[config.mk]
export PLATFORM = sky130hd
export DESIGN_NAME = mem_stage
export DESIGN_NICKNAME = d
export VERILOG_FILES = /design/src/rtl/mem_stage.sv
export SDC_FILE = /design/constraint.sdc
export NUM_CORES = 2
export LEC_CHECK = 0
export BUFFER_PORTS_ARGS = -buffer_cell sky130_fd_sc_hd__buf_2
export CAP_MARGIN = 20
export CORE_MARGIN = 2
export CORE_UTILIZATION = 40
export CTS_CLUSTER_DIAMETER = 80
export DETAILED_ROUTE_END_ITERATION = 16
export PLACE_DENSITY = 0.61
export SLEW_MARGIN = 25
export SYNTH_ARGS = -nofsm -noshare
export SYNTH_HDL_FRONTEND = slang
export SYNTH_SLANG_ARGS = --single-unit
[constraint.sdc]
create_clock -name clock -period 7.2 [get_ports clock]
set_input_delay 0.36 -clock clock [delete_from_list [all_inputs] [get_ports clock]]
set_output_delay 0.36 -clock clock [all_outputs]
set_load 0.1 [all_outputs]
[src/rtl/mem_stage.sv]
// Memory stage: data-memory load/store, jump resolution with timed flush, and WB registers.
// Optional post-reset memory clear is enabled by defining MEM_STAGE_CLEAR_EN.
module mem_stage #(
  parameter int unsigned DEPTH        = 256,
  parameter int unsigned FLUSH_CYCLES = 2
) (
  input  logic       clock,
  input  logic       reset,
  input  logic       zeroIn,
  input  logic [7:0] aluVal,
  input  logic [7:0] jumpAddr,
  input  logic [7:0] rsVal,
  input  logic       WRMem,
  input  logic       WMMem,
  input  logic       RMMem,
  input  logic       NEQMem,
  input  logic       JMem,
  input  logic       JCMem,
  output logic [7:0] memVal,
  output logic [7:0] aluValWB,
  output logic       WRWB,
  output logic       RMWB,
  output logic       pcSrc,
  output logic [7:0] pcTarget,
  output logic       flush,
  output logic       stall
);

  localparam int unsigned AW = $clog2(DEPTH);
  localparam logic [1:0]  FlushLoad = 2'(FLUSH_CYCLES);

  logic [7:0]    r_mem [DEPTH];
  logic [7:0]    r_mem_val;
  logic [7:0]    r_alu_wb;
  logic          r_wr_wb;
  logic          r_rm_wb;
  logic          r_pc_src;
  logic [7:0]    r_pc_target;
  logic [1:0]    r_fcnt;
  logic          r_stall;

  logic          w_flush;
  logic          w_sq;
  logic          w_ewr;
  logic          w_ewm;
  logic          w_erm;
  logic          w_ej;
  logic          w_ejc;
  logic          w_taken;
  logic [AW-1:0] w_addr;
  logic          w_mem_we;
  logic [AW-1:0] w_mem_waddr;
  logic [7:0]    w_mem_wdata;
  logic          w_clr_we;
  logic [AW-1:0] w_clr_addr;

  // Upper address bits are intentionally dropped when DEPTH < 256.
  logic unused_alu;
  assign unused_alu = ^aluVal;

  assign w_flush = (r_fcnt != 2'd0);
  assign w_sq    = w_flush | r_stall;
  assign w_ewr   = WRMem & ~w_sq;
  assign w_ewm   = WMMem & ~w_sq;
  assign w_erm   = RMMem & ~w_sq;
  assign w_ej    = JMem  & ~w_sq;
  assign w_ejc   = JCMem & ~w_sq;
  assign w_taken = w_ej | (w_ejc & (zeroIn ^ NEQMem));
  assign w_addr  = aluVal[AW-1:0];

`ifdef MEM_STAGE_CLEAR_EN
  typedef enum logic [0:0] {StIdle, StClear} clr_state_e;

  localparam logic [AW-1:0] LastAddr = AW'(DEPTH - 1);

  clr_state_e    r_state;
  logic          r_clr_pend;
  logic [AW-1:0] r_clr_addr;

  // Reset only arms the clear; the sweep starts once reset is released.
  always_ff @(posedge clock) begin
    if (reset) begin
      r_state    <= StIdle;
      r_clr_pend <= 1'b1;
      r_clr_addr <= '0;
      r_stall    <= 1'b0;
    end else begin
      unique case (r_state)
        StIdle: begin
          if (r_clr_pend) begin
            r_state    <= StClear;
            r_clr_pend <= 1'b0;
            r_clr_addr <= '0;
            r_stall    <= 1'b1;
          end
        end
        StClear: begin
          if (r_clr_addr == LastAddr) begin
            r_state <= StIdle;
            r_stall <= 1'b0;
          end else begin
            r_clr_addr <= r_clr_addr + 1'b1;
          end
        end
        default: begin
          r_state <= StIdle;
          r_stall <= 1'b0;
        end
      endcase
    end
  end

  assign w_clr_we   = (r_state == StClear) & ~reset;
  assign w_clr_addr = r_clr_addr;
`else
  assign r_stall    = 1'b0;
  assign w_clr_we   = 1'b0;
  assign w_clr_addr = '0;
`endif

  always_comb begin
    w_mem_we    = 1'b0;
    w_mem_waddr = w_addr;
    w_mem_wdata = rsVal;
    if (w_clr_we) begin
      w_mem_we    = 1'b1;
      w_mem_waddr = w_clr_addr;
      w_mem_wdata = 8'h00;
    end else if (w_ewm && !reset) begin
      w_mem_we = 1'b1;
    end
  end

  // Storage has no reset; contents survive reset unless the clear sweep runs.
  always_ff @(posedge clock) begin
    if (w_mem_we) begin
      r_mem[w_mem_waddr] <= w_mem_wdata;
    end
  end

  always_ff @(posedge clock) begin
    if (reset) begin
      r_mem_val   <= 8'h00;
      r_alu_wb    <= 8'h00;
      r_wr_wb     <= 1'b0;
      r_rm_wb     <= 1'b0;
      r_pc_src    <= 1'b0;
      r_pc_target <= 8'h00;
      r_fcnt      <= 2'd0;
    end else begin
      // Non-blocking read returns pre-write contents on a same-cycle store.
      if (w_erm) begin
        r_mem_val <= r_mem[w_addr];
      end
      r_alu_wb <= aluVal;
      r_wr_wb  <= w_ewr;
      r_rm_wb  <= w_erm;
      if (w_taken) begin
        r_pc_src    <= 1'b1;
        r_pc_target <= jumpAddr;
        r_fcnt      <= FlushLoad;
      end else begin
        r_pc_src <= 1'b0;
        if (r_fcnt != 2'd0) begin
          r_fcnt <= r_fcnt - 2'd1;
        end
      end
    end
  end

  assign memVal   = r_mem_val;
  assign aluValWB = r_alu_wb;
  assign WRWB     = r_wr_wb;
  assign RMWB     = r_rm_wb;
  assign pcSrc    = r_pc_src;
  assign pcTarget = r_pc_target;
  assign flush    = w_flush;
  assign stall    = r_stall;

endmodule

# ---- After elaboration in Yosys (flattened, before gate mapping)
# Memories as Yosys holds them, arrays and structs flattened. A register that Yosys moved wholly into a read port is not among the register bits.
# Cells that the tools add are included.
dict set report word_totals {
  word_cells 29
  out_inout_bits 29
  ramBits 2048
  regBits 21
  in_bits 33
  n_memories 1
}
# name depth word_bits rd rd_ports_with_merged_regs wr line_no
set mem_list {}
lappend mem_list {r_mem 256 8 1 1 1 32} ;# logic [7:0] r_mem [DEPTH];
dict set report op_classes {
  add_sub_neg 1
  muxes 6
  reduce_logical 5
  bitwise_logic 9
}
# cell n
set ops {}
lappend ops {{bitwise AND 1 bit} 6}
lappend ops {{two-way mux 1 bit} 4}
lappend ops {{two-way mux 2 bit} 2}
lappend ops {{nonzero test 2 bit} 2}
lappend ops {{OR reduction 2 bit} 1}
lappend ops {{subtractor 2 x 1 -> 2 bit (second input constant)} 1}
lappend ops {{logical AND 1 bit} 1}
lappend ops {{logical NOT 1 bit} 1}
lappend ops {{inverter 1 bit} 1}
lappend ops {{bitwise OR 1 bit} 1}
lappend ops {{XOR 1 bit} 1}

# ---- Depth between registers and ports, before layout
dict set report logic_depth {
  depth_word 7
  depth_mapped 13
}

# ---- Worst setup path after synthesis
# Ideal clock, no wire load.
dict set report synth_timing {
  path_type {flip-flop to flip-flop}
  from {reg r_fcnt[1]}
  to {mem r_mem[163][0], enable pin}
  synth_period_minus_slack_ns 3.259
  arrival_ns 2.876
  setup_time_ns 0.383
  slack_ns 3.941
  path_stages_with_launch 9
  path_cell_list {dfxtp_1 > or2_2 > clkbuf_1 > nor2_1 > and2_1 > clkbuf_1 > nand3_1 > clkbuf_1 > nor3_1}
}
dict set report synth_via {
  elab_chain_len 7
}
# item line_no
set synth_rtl {}
lappend synth_rtl {{from (decl)} 39} ;# logic [1:0] r_fcnt;
lappend synth_rtl {{from (signal assigned)} 161} ;# r_fcnt <= FlushLoad;
lappend synth_rtl {{from (signal assigned)} 165} ;# r_fcnt <= r_fcnt - 2'd1;
lappend synth_rtl {{nonzero test 2 bit} 61} ;# assign w_flush = (r_fcnt != 2'd0);
lappend synth_rtl {{net flush} 25} ;# output logic flush,
lappend synth_rtl {{inverter 1 bit} 64} ;# assign w_ewm = WMMem & ~w_sq;
lappend synth_rtl {{bitwise AND 1 bit} 64}
lappend synth_rtl {{logical AND 1 bit} 129} ;# end else if (w_ewm && !reset) begin
lappend synth_rtl {{two-way mux 1 bit} 129}
lappend synth_rtl {{two-way mux 1 bit} 136} ;# if (w_mem_we) begin
lappend synth_rtl {{two-way mux 1 bit (implied by the code)} 137} ;# r_mem[w_mem_waddr] <= w_mem_wdata;
lappend synth_rtl {{to (decl)} 32}
# The timed path passes the listed nets, and every way through them passes these cells.

# ---- Final worst setup path
dict set report layout_timing {
  from {reg r_fcnt[1]}
  to {mem r_mem[11][3], enable pin}
}
dict set report layout_via {
  elab_chain_len 7
}
# item line_no
set layout_rtl {}
lappend layout_rtl {{nonzero test 2 bit} 61}
lappend layout_rtl {{inverter 1 bit} 64}
lappend layout_rtl {{bitwise AND 1 bit} 64}
lappend layout_rtl {{logical AND 1 bit} 129}
lappend layout_rtl {{two-way mux 1 bit} 129}
lappend layout_rtl {{two-way mux 1 bit} 136}
lappend layout_rtl {{two-way mux 1 bit (implied by the code)} 137}
# No other way between the ends.

==> impl_metrics.ini <==
[cts]
cts_buffers = 209
root_buffer = clkbuf_16
tritoncts = done
cts_sinks = 2077
post_cts_buffers = 0
clk_latency_ns = 0.86
htree_levels = 4
clockBufferDepth = 3
clkSlewWorstSetupHoldPaths_ns = 0.06

[yosys]
synth_compound_gate_area_share_pct = 1.88
synth_top_family_by_area = multiplexers
synth_area_per_cell_um2 = 21.8
async_reset_ff_share_pct = 0
ys_warn_count = 0
yosysSeqAreaShare_pct = 77.0
netlist_area_mm2 = 0.0806
synthSimpleGateAreaFrac_pct = 2.57
syn_inst = 3699
ys_ff_latch = 2077
synth_fa_ha_area_share_pct = 0
synth_cell_types = 56
synthMuxAreaShare_pct = 16.9
syn_nets = 3732
synth-edff-count = 2048
synthFlopType = edfxtp_1
synth_xor_area_share_pct = 0.0109

[setup_path]
startpoint_type = flop
crit_fanout = 18
required_ns = 7.65
arrival_ns = 4.50
r2r-end = r_mem[11][3]
startpoint = r_fcnt[1]
worst_r2r_startpoint = r_fcnt[1]
crit_end = r_mem[11][3]
r2r_cells = 7
rrSetupSlack_ns = 3.16
endpoint_kind = flop
critPathKind = flop to flop

[detailed_routing]
drc = 0
ant_nets = 0
drt_iter0_drc = 4324
wl_um = 205000
wire_per_inst_um = 30.7
viasPerCell = 5.81
first_pass_iters = 5
routed-via-count = 38800

[floorplan]
start_util_pct = 40.3
rows = 164
core_area_mm2 = 0.200
ios = 62
die-area_mm2 = 0.205
fp.dieH_um = 453
dieWidth_um = 453

[grt]
grt_pass1_wl_um = 292000
overflow = 0
antenna_found_initial = 7
grt_max_degree = 181
grtUsageTotal_pct = 19.9
grt_pass1_vias = 38800

[timing]
period_minus_slack_ns = 4.04
setup_viol = 0
max_freq_mhz = 247
slew_viol_final = 0
fin_crit_sh_pct = 56.2
rsz0062_at_grt = no
skew_ns = 0.0331
hold_viol_final = 0
fin_tns_setup_ns = 0
max_slew_margin_pct = 14.3
whs_ns = 0.0286
worstMarginPinSlew_ns = 1.25

[placement]
hpwlAfterDp_um = 123000
place.gp.congestion = 0.875
io_buffer_count = 60

[finish]
final_common_cell = edfxtp_1
mostFrequentLayoutCells = edfxtp_1 (2,048), mux4_2 (536), nor2_1 (272)
area_growth_pct = 12.7
num-nets-final = 3891
drive_above_1_share_pct = 25.1

[worst_hold_path]
hold_path_class = input pin to flop

[power_and_ir_drop]
power_density_mw_per_mm2 = 279
p_leak_nw = 28.1
worst_ir_drop_vdd_uv = 263
total_power_mw = 25.3

[outcome]
outcome = finished, final reports clean

[flow_run]
maxCapViolations = 0
-- per-stage QoR --
stage	cell area (µm²)	setup slack (ns)	cells	util, %
after floorplan	80600	3.94	3699	-
after global placement	84000	2.64	6287	42.0
after CTS	90800	3.01	6679	45.4
final	90900	3.16	6683	45.4
after global routing	90800	3.08	6679	45.4
after detailed placement	84000	2.94	6292	42.0
-- report_power, final --
part / internal [mW] / switching [mW] / total (mW)
clock network: 6.07 / 4.55 / 10.6
logic: 0.439 / 0.949 / 1.39
registers: 13.3 / 0.0121 / 13.3
-- registers in the layout, summed over array words and instances (netlist names) --
signal,cells
aluValWB,8
r_fcnt,2
RMWB,1
r_mem,2048
pcSrc,1
pcTarget,8
memVal,8
WRWB,1
-- logic make-up (layout without fill, tap and decap cells) --
logic type	count (synthesis)	in the layout
xor gates and xnor gates	1	1
muxes	691	691
AOI/OAI and AO/OA	203	203
and+or+nand+nor	491	491
DFF	2077	2077
buffers and inverters	235	559
other	1	5
-- synth_stat cells (all sizes together) (6+ instances only) --
| cell type | instances | area, µm² |
|---|---|---|
| edfxtp | 2048 | 61500 |
| mux2i | 153 | 1530 |
| and2 | 10 | 62.6 |
| nand4 | 8 | 50.1 |
| inv | 6 | 22.5 |
| nor2 | 283 | 1060 |
| nor2b | 20 | 125 |
| buf | 124 | 891 |
| o22ai | 32 | 200 |
| a21oi | 13 | 65.1 |
| dfxtp | 29 | 581 |
| a221oi | 14 | 129 |
| a22oi | 54 | 410 |
| nand3 | 44 | 220 |
| clkbuf | 104 | 390 |
| mux4 | 536 | 12100 |
| a22o | 21 | 184 |
| o21ai | 14 | 70.1 |
| a211oi | 8 | 60.1 |
| nand2 | 76 | 285 |
| nor3 | 37 | 185 |
| a2111oi | 7 | 61.3 |
-- metal layers --
| metal | share of wire (%) | GRT usage [%] |
|---|---|---|
| met1 | 41 | 27.7 |
| met4 | 4.0 | 7.59 |
| met5 | 0.0063 | 0 |
| met2 | 47 | 30.8 |
| met3 | 7.8 | 4.25 |
-- critical path: stages (launching register included) --
cell	delay [ns]
dfxtp_1	0.31
or2_2	0.42
nor2_1	0.20
and2_1	0.26
buf_4	0.31
nand4_1	0.80
buf_4	0.54
nor2_1	0.78
-- what timing repair did --
item,CTS,global route
setup endpoints to repair,0,0
hold buffers,11,0
hold endpoints to repair,10,0
resized for setup,0,0
-- cell type report --
class                   count  area [µm²]
diodes                      4        10.0
clock buffers             268        5530
clock inverters           108        1140
fillers                 16500      109000
inverters                   7        27.5
multi-input cells        1387       17300
flip-flops and latches   2077       62100
well taps                2656        3320
repair buffers            176        1460
-- worst min-delay path by stage --
stage | slack, ns | startpoint | cells past startpoint | end
after floorplan | 0.41 | r_fcnt[0] | 1 | r_fcnt[0]
after global placement | 0.42 | r_fcnt[0] | 1 | r_fcnt[0]
after detailed placement | 0.43 | r_fcnt[0] | 1 | r_fcnt[0]
after CTS | 0.05 | rsVal[7] | 1 | r_mem[159][7]
after global routing | 0.1 | rsVal[7] | 1 | r_mem[159][7]
final | 0.03 | JMem | 5 | r_fcnt[1]
Note: power is estimated with default switching activity, not from simulation.
